**config.mk**
```make
export PLATFORM = sky130hd
export DESIGN_NAME = mul_div_arbiter_flat
export DESIGN_NICKNAME = d
export VERILOG_FILES = /design/src/rtl/mul_div_arbiter_pkg.sv /design/src/rtl/mul_div_arbiter_if.sv /design/src/rtl/mul_div_arbiter_age_select.sv /design/src/rtl/mul_div_arbiter.sv /design/src/flat_wrapper.sv
export SDC_FILE = /design/constraint.sdc
export NUM_CORES = 1
export LEC_CHECK = 0
export BUFFER_PORTS_ARGS = -buffer_cell sky130_fd_sc_hd__buf_2
export CAP_MARGIN = 15
export CORE_AREA = 2 2 314 316
export CTS_CLUSTER_DIAMETER = 40
export DETAILED_ROUTE_END_ITERATION = 6
export DIE_AREA = 0 0 316 318
export GPL_TIMING_DRIVEN = 0
export PLACE_DENSITY = 0.4
export SKIP_CTS_REPAIR_TIMING = 1
export SYNTH_ARGS = -nofsm -noshare
export SYNTH_HDL_FRONTEND = slang
export SYNTH_SLANG_ARGS = --single-unit
```
**constraint.sdc**
```tcl
create_clock -name clk -period 5.1 [get_ports clk]
set_input_delay 0.255 -clock clk [delete_from_list [all_inputs] [get_ports clk]]
set_output_delay 0.255 -clock clk [all_outputs]
set_load 0.05 [all_outputs]
```
**src/rtl/mul_div_arbiter_pkg.sv**
```systemverilog
// Shared types for the mul/div issue arbiter: ROB index, request record,
// in-flight counter type, output-stage state and parameter defaults.
package mul_div_arbiter_pkg;

  localparam int ROB_W_DEF        = 4;
  localparam int PAYLOAD_W_DEF    = 256;
  localparam int MAX_INFLIGHT_DEF = 1;

  typedef logic [ROB_W_DEF-1:0] rob_idx_t;
  typedef logic [1:0]           cnt_t;

  typedef struct packed {
    rob_idx_t                 rob;
    logic [PAYLOAD_W_DEF-1:0] payload;
  } md_req_t;

  typedef enum logic {
    OUT_EMPTY = 1'b0,
    OUT_FULL  = 1'b1
  } out_state_t;

endpackage

```
**src/rtl/mul_div_arbiter_if.sv**
```systemverilog
// Unit-side link of the arbiter: held operation toward the mul/div unit and
// the unit's allowin / completion pulses back.
interface mul_div_arbiter_if
  import mul_div_arbiter_pkg::*;
#(
  parameter int ROB_W     = ROB_W_DEF,
  parameter int PAYLOAD_W = PAYLOAD_W_DEF
);
  logic                 out_valid;
  logic [PAYLOAD_W-1:0] out_payload;
  logic [ROB_W-1:0]     out_rob;
  logic                 unit_allowin;
  logic                 unit_done;

  modport master (
    output out_valid, out_payload, out_rob,
    input  unit_allowin, unit_done
  );

  modport slave (
    input  out_valid, out_payload, out_rob,
    output unit_allowin, unit_done
  );
endinterface

```
**src/rtl/mul_div_arbiter_age_select.sv**
```systemverilog
// Combinational oldest-first selector: picks the valid request with the smallest
// distance from the ROB head; ties go to the lower index.
module mul_div_age_select #(
  parameter int NUM_REQ = 2,
  parameter int ROB_W   = 4
) (
  input  logic [NUM_REQ-1:0]       valid_i,
  input  logic [NUM_REQ*ROB_W-1:0] rob_i,
  input  logic [ROB_W-1:0]         head_i,
  output logic [NUM_REQ-1:0]       onehot_o,
  output logic                     found_o
);

  logic [ROB_W-1:0] age;
  logic [ROB_W-1:0] best_age;

  always_comb begin
    onehot_o = '0;
    found_o  = 1'b0;
    age      = '0;
    best_age = '1;
    for (int i = 0; i < NUM_REQ; i++) begin
      // Modular subtraction gives distance from head even across wrap.
      age = rob_i[i*ROB_W +: ROB_W] - head_i;
      if (valid_i[i] && (!found_o || age < best_age)) begin
        found_o     = 1'b1;
        best_age    = age;
        onehot_o    = '0;
        onehot_o[i] = 1'b1;
      end
    end
  end

endmodule

```
**src/rtl/mul_div_arbiter.sv**
```systemverilog
// Arbitrates NUM_REQ issue-side mul/div requests into a one-entry output stage
// and limits operations outstanding in the unit with a credit counter.
module mul_div_arbiter
  import mul_div_arbiter_pkg::*;
#(
  parameter int NUM_REQ      = 2,
  parameter int ROB_W        = ROB_W_DEF,
  parameter int PAYLOAD_W    = PAYLOAD_W_DEF,
  parameter int MAX_INFLIGHT = MAX_INFLIGHT_DEF
) (
  input  logic                         clk,
  input  logic                         resetn,
  input  logic                         flush,
  input  logic [ROB_W-1:0]             rob_head,
  input  logic [NUM_REQ-1:0]           req_valid,
  input  logic [NUM_REQ*ROB_W-1:0]     req_rob,
  input  logic [NUM_REQ*PAYLOAD_W-1:0] req_payload,
  output logic [NUM_REQ-1:0]           req_ready,
  mul_div_arbiter_if.master            unit_if,
  output cnt_t                         inflight,
  output logic                         arb_busy
);

  out_state_t           state_q, state_d;
  logic [PAYLOAD_W-1:0] payload_q, payload_d;
  logic [ROB_W-1:0]     rob_q, rob_d;
  cnt_t                 inflight_q, inflight_d;

  logic [NUM_REQ-1:0]   win_oh;
  logic                 win_found;
  logic [PAYLOAD_W-1:0] win_payload;
  logic [ROB_W-1:0]     win_rob;
  logic                 credit_ok, accept, load, done_ok;

  mul_div_age_select #(.NUM_REQ(NUM_REQ), .ROB_W(ROB_W)) u_age_select (
    .valid_i  (req_valid),
    .rob_i    (req_rob),
    .head_i   (rob_head),
    .onehot_o (win_oh),
    .found_o  (win_found)
  );

  always_comb begin
    win_payload = '0;
    win_rob     = '0;
    for (int i = 0; i < NUM_REQ; i++) begin
      if (win_oh[i]) begin
        win_payload = req_payload[i*PAYLOAD_W +: PAYLOAD_W];
        win_rob     = req_rob[i*ROB_W +: ROB_W];
      end
    end
  end

  assign credit_ok = (inflight_q < cnt_t'(MAX_INFLIGHT));
  assign accept    = (state_q == OUT_FULL) && unit_if.unit_allowin && credit_ok;
  assign load      = !flush && win_found && ((state_q == OUT_EMPTY) || accept);
  // A completion with nothing outstanding (e.g. after a flush) is stale.
  assign done_ok   = unit_if.unit_done && (inflight_q != '0);

  always_comb begin
    state_d    = state_q;
    payload_d  = payload_q;
    rob_d      = rob_q;
    inflight_d = inflight_q;
    if (flush) begin
      state_d    = OUT_EMPTY;
      inflight_d = '0;
    end else begin
      if (load) begin
        state_d   = OUT_FULL;
        payload_d = win_payload;
        rob_d     = win_rob;
      end else if (accept) begin
        state_d = OUT_EMPTY;
      end
      if (accept && !done_ok) inflight_d = inflight_q + 2'd1;
      else if (!accept && done_ok) inflight_d = inflight_q - 2'd1;
    end
  end

  always_ff @(posedge clk) begin
    if (!resetn) begin
      state_q    <= OUT_EMPTY;
      payload_q  <= '0;
      rob_q      <= '0;
      inflight_q <= '0;
    end else begin
      state_q    <= state_d;
      payload_q  <= payload_d;
      rob_q      <= rob_d;
      inflight_q <= inflight_d;
    end
  end

  assign req_ready           = load ? win_oh : '0;
  assign unit_if.out_valid   = (state_q == OUT_FULL) && credit_ok;
  assign unit_if.out_payload = payload_q;
  assign unit_if.out_rob     = rob_q;
  assign inflight            = inflight_q;
  assign arb_busy            = (state_q == OUT_FULL) || (inflight_q != '0);

endmodule

```
**src/flat_wrapper.sv**
```systemverilog
// flat-port wrapper written by rule: the top's interface ports become plain ports
module mul_div_arbiter_flat import mul_div_arbiter_pkg::*;
#(
  parameter int NUM_REQ      = 2,
  parameter int ROB_W        = ROB_W_DEF,
  parameter int PAYLOAD_W    = PAYLOAD_W_DEF,
  parameter int MAX_INFLIGHT = MAX_INFLIGHT_DEF
)
  (clk, resetn, flush, rob_head, req_valid, req_rob, req_payload, req_ready, inflight, arb_busy, unit_if_out_valid, unit_if_out_payload, unit_if_out_rob, unit_if_unit_allowin, unit_if_unit_done);
  mul_div_arbiter_if #(.ROB_W(ROB_W), .PAYLOAD_W(PAYLOAD_W)) unit_if_i ();
  input  logic clk;
  input  logic resetn;
  input  logic flush;
  input  logic [ROB_W-1:0] rob_head;
  input  logic [NUM_REQ-1:0] req_valid;
  input  logic [NUM_REQ*ROB_W-1:0] req_rob;
  input  logic [NUM_REQ*PAYLOAD_W-1:0] req_payload;
  output logic [NUM_REQ-1:0] req_ready;
  output cnt_t inflight;
  output logic arb_busy;
  output wire logic [$bits(unit_if_i.out_valid)-1:0] unit_if_out_valid;
  output wire logic [$bits(unit_if_i.out_payload)-1:0] unit_if_out_payload;
  output wire logic [$bits(unit_if_i.out_rob)-1:0] unit_if_out_rob;
  input wire logic [$bits(unit_if_i.unit_allowin)-1:0] unit_if_unit_allowin;
  input wire logic [$bits(unit_if_i.unit_done)-1:0] unit_if_unit_done;
  assign unit_if_out_valid = unit_if_i.out_valid;
  assign unit_if_out_payload = unit_if_i.out_payload;
  assign unit_if_out_rob = unit_if_i.out_rob;
  assign unit_if_i.unit_allowin = unit_if_unit_allowin;
  assign unit_if_i.unit_done = unit_if_unit_done;
  mul_div_arbiter #(.NUM_REQ(NUM_REQ), .ROB_W(ROB_W), .PAYLOAD_W(PAYLOAD_W), .MAX_INFLIGHT(MAX_INFLIGHT)) u_core (.clk(clk), .resetn(resetn), .flush(flush), .rob_head(rob_head), .req_valid(req_valid), .req_rob(req_rob), .req_payload(req_payload), .req_ready(req_ready), .unit_if(unit_if_i), .inflight(inflight), .arb_busy(arb_busy));
endmodule
```
==> metrics.cfg <==
[status]
outcome = finished clean

[worst_hold_path]
hp-class = input port to flop
hold_path.startpoint = req_payload[256]
min_path_cells = 3
holdPathEnd = u_core.unit_if.out_payload[0]

[sta]
relSlewSlack_pct = 31.23
hold_viol_final = 0
grt_setup_unrepaired = no
fmax_mhz = 237.5
setup_violations = 0
fin_tns_setup_ns = 0
slew_viol_final = 0
fin_crit_sh_pct = 82.56
fin_skew_ns = 0.02436
worstMarginPinSlew_ns = 1.032
fin_crit_ns = 4.211

[clock_network]
cts_made_buffers = 70
root_buffer = clkbuf_16
cts_tree = done
h-tree-depth = 3
cts.sinks = 263
clockBufferDepth = 3
cts.clk_slew.worst_paths_ns = 0.05
clock_latency_ns = 0.61

[global_route]
grtUsageTotal_pct = 14.27
antenna_found_initial = 15
overflow = 0
first_global_vias = 15540
grt_pass1_wl_mm = 105.0
grt_max_degree = 11

[worst_setup_path]
regToRegSetupSlack_ns = 1.56
cp-startpoint = req_rob[1]
endpoint_kind = output port
cp.arrival_ns = 3.96
crit_type = input port to output port
r2r_cells = 9
critical_path.max_fanout = 11
worst_setup_path_start_kind = input port
r2r_end = u_core.unit_if.out_payload[1]
worstPathRequired_ns = 4.85
timing.rr.start = u_core.inflight[0]

[pwr]
p_per_area_nw_per_um2 = 366.3
vdd_drop_max_uv = 223.1
p_leak_nw = 13.45

[placed_design]
io_buffers = 795
dp.cells = 3591
gp_congestion = 0.8651
dp_hpwl_mm = 59.23

[logic_synthesis]
ys_types = 29
avgSynthCellArea_um2 = 8.840
netlist_instances = 1509
syn-num-nets = 2054
async_reset_ff_share_pct = 0
synth-edff-count = 0
yosysSeqAreaShare_pct = 39.47
synth_seq_cells = 263
dominantRegCellSynth = dfxtp_1
synthesis.area_um2 = 13340
yosysWarnings = 0

[finish]
fin_cells = 4248
drive_gt1_share_pct = 39.22
layout_commonest_cell = buf_2
final_nets = 3439
area_growth_pct = 100.4
final_cell_mix = buf_2 (807), dlygate4sd3_1 (518), inv_1 (269)

[routing]
post_drt_via_cell_ratio = 4.049
routed_wirelength_mm = 78.64
drt_iter0_markers = 698
first_pass_iters = 5
routedWlPerCell_um = 18.51
via_count = 17200
drc_errors = 0
final_antenna_net_count = 0

[floorplan]
dieArea_um2 = 100500
start_util_pct = 13.69
coreArea_um2 = 97410
io-pin-count = 797
rows = 115
die_x_um = 316
die_h_um = 318

[job]
cap_violations = 0

==> worst max-delay path by stage <==
stage / endpoint / depth (start not counted)
after floorplan: u_core.unit_if.out_payload[180] / 13
after global placement: req_ready[1] / 14
after detailed placement: req_ready[1] / 14
after CTS: req_ready[0] / 8
after global routing: req_ready[1] / 14
final: req_ready[1] / 14
==> worst max-delay path, stage by stage <==
cell	delay (ns)
dlygate4sd3_1	0.54
buf_2	0.16
ha_1	0.26
nor2b_1	0.12
o21a_1	0.17
or3_1	0.34
a21oi_1	0.16
ha_1	0.26
a21o_1	0.18
a21oi_1	0.18
and3_1	0.17
buf_2	0.34
buf_2	0.45
buf_2	0.35
==> sequential cells by signal (all words and copies together) (netlist names) <==
| name | cells |
|---|---|
| u_core.unit_if.out_payload | 256 |
| u_core.unit_if.out_rob | 4 |
| u_core.inflight | 2 |
| u_core.state_q | 1 |
==> area by class of cell <==
cell class	count	area [um2]
Clock buffer	97	2006
Tap cell	1287	1610
Timing Repair Buffer	1313	9164
Clock inverter	31	581.8
Sequential cell	263	5265
Multi-Input combinational cell	832	6187
Buffer	144	874.6
Fill cell	10530	70680
Inverter	270	1013
Antenna cell	11	27.53
==> synth_stat cells, types with 6 or more instances <==
master,count,area share (%)
inv_1,269,7.6
dfxtp_1,263,39
o21ai_0,261,9.8
nand2_1,260,7.3
a221oi_2,190,21
clkbuf_1,83,2.3
a221oi_1,70,4.6
buf_6,42,3.5
buf_2,12,0.45
ha_1,12,1.1
nor2_1,8,0.23
buf_1,6,0.17
==> per-layer routing <==
metal  global-route usage (%)  up-vias  part of all wire, %  routed length [um]
met5                        0        -                0.031                  24
met4                    5.624        4                  3.5                2783
met3                    4.395      154                  7.0                5517
met2                    23.80      676                   48               37690
met1                    16.93     8247                   41               32630
li1                         -     8120                    -                   -
==> power by group <==
part	switching, mW	internal [mW]	total [mW]
Combinational	1.58	0.930	2.51
Clock	1.46	3.45	4.91
Sequential	0.110	2.26	2.37
Total	3.15	6.64	9.79
==> kinds of logic after synthesis <==
family	synth area share, %
compound gates	36.44
xor+xnor	0.4596
flops	39.47
buf+inv	14.15
simple gates	8.057
fa+ha+maj	1.426
==> per-stage QoR <==
step | worst slack, ns | total power [mW] | hold WS (ns) | util (%) | instance area [um2]
after CTS | 1.242 | 9.468 | -0.1725 | 22.09 | 21520
after floorplan | 2.243 | 3.733 | 0.3993 | - | 13340
final | 0.8892 | 9.790 | 0.06045 | 27.44 | 26730
after global routing | 0.6911 | 10.17 | 0.02755 | 27.43 | 26720
after detailed placement | 1.355 | 4.481 | 0.5112 | 19.43 | 18930
after global placement | 1.326 | 4.493 | 0.5096 | 19.43 | 18930
Note: power is estimated with default switching activity, not from simulation.
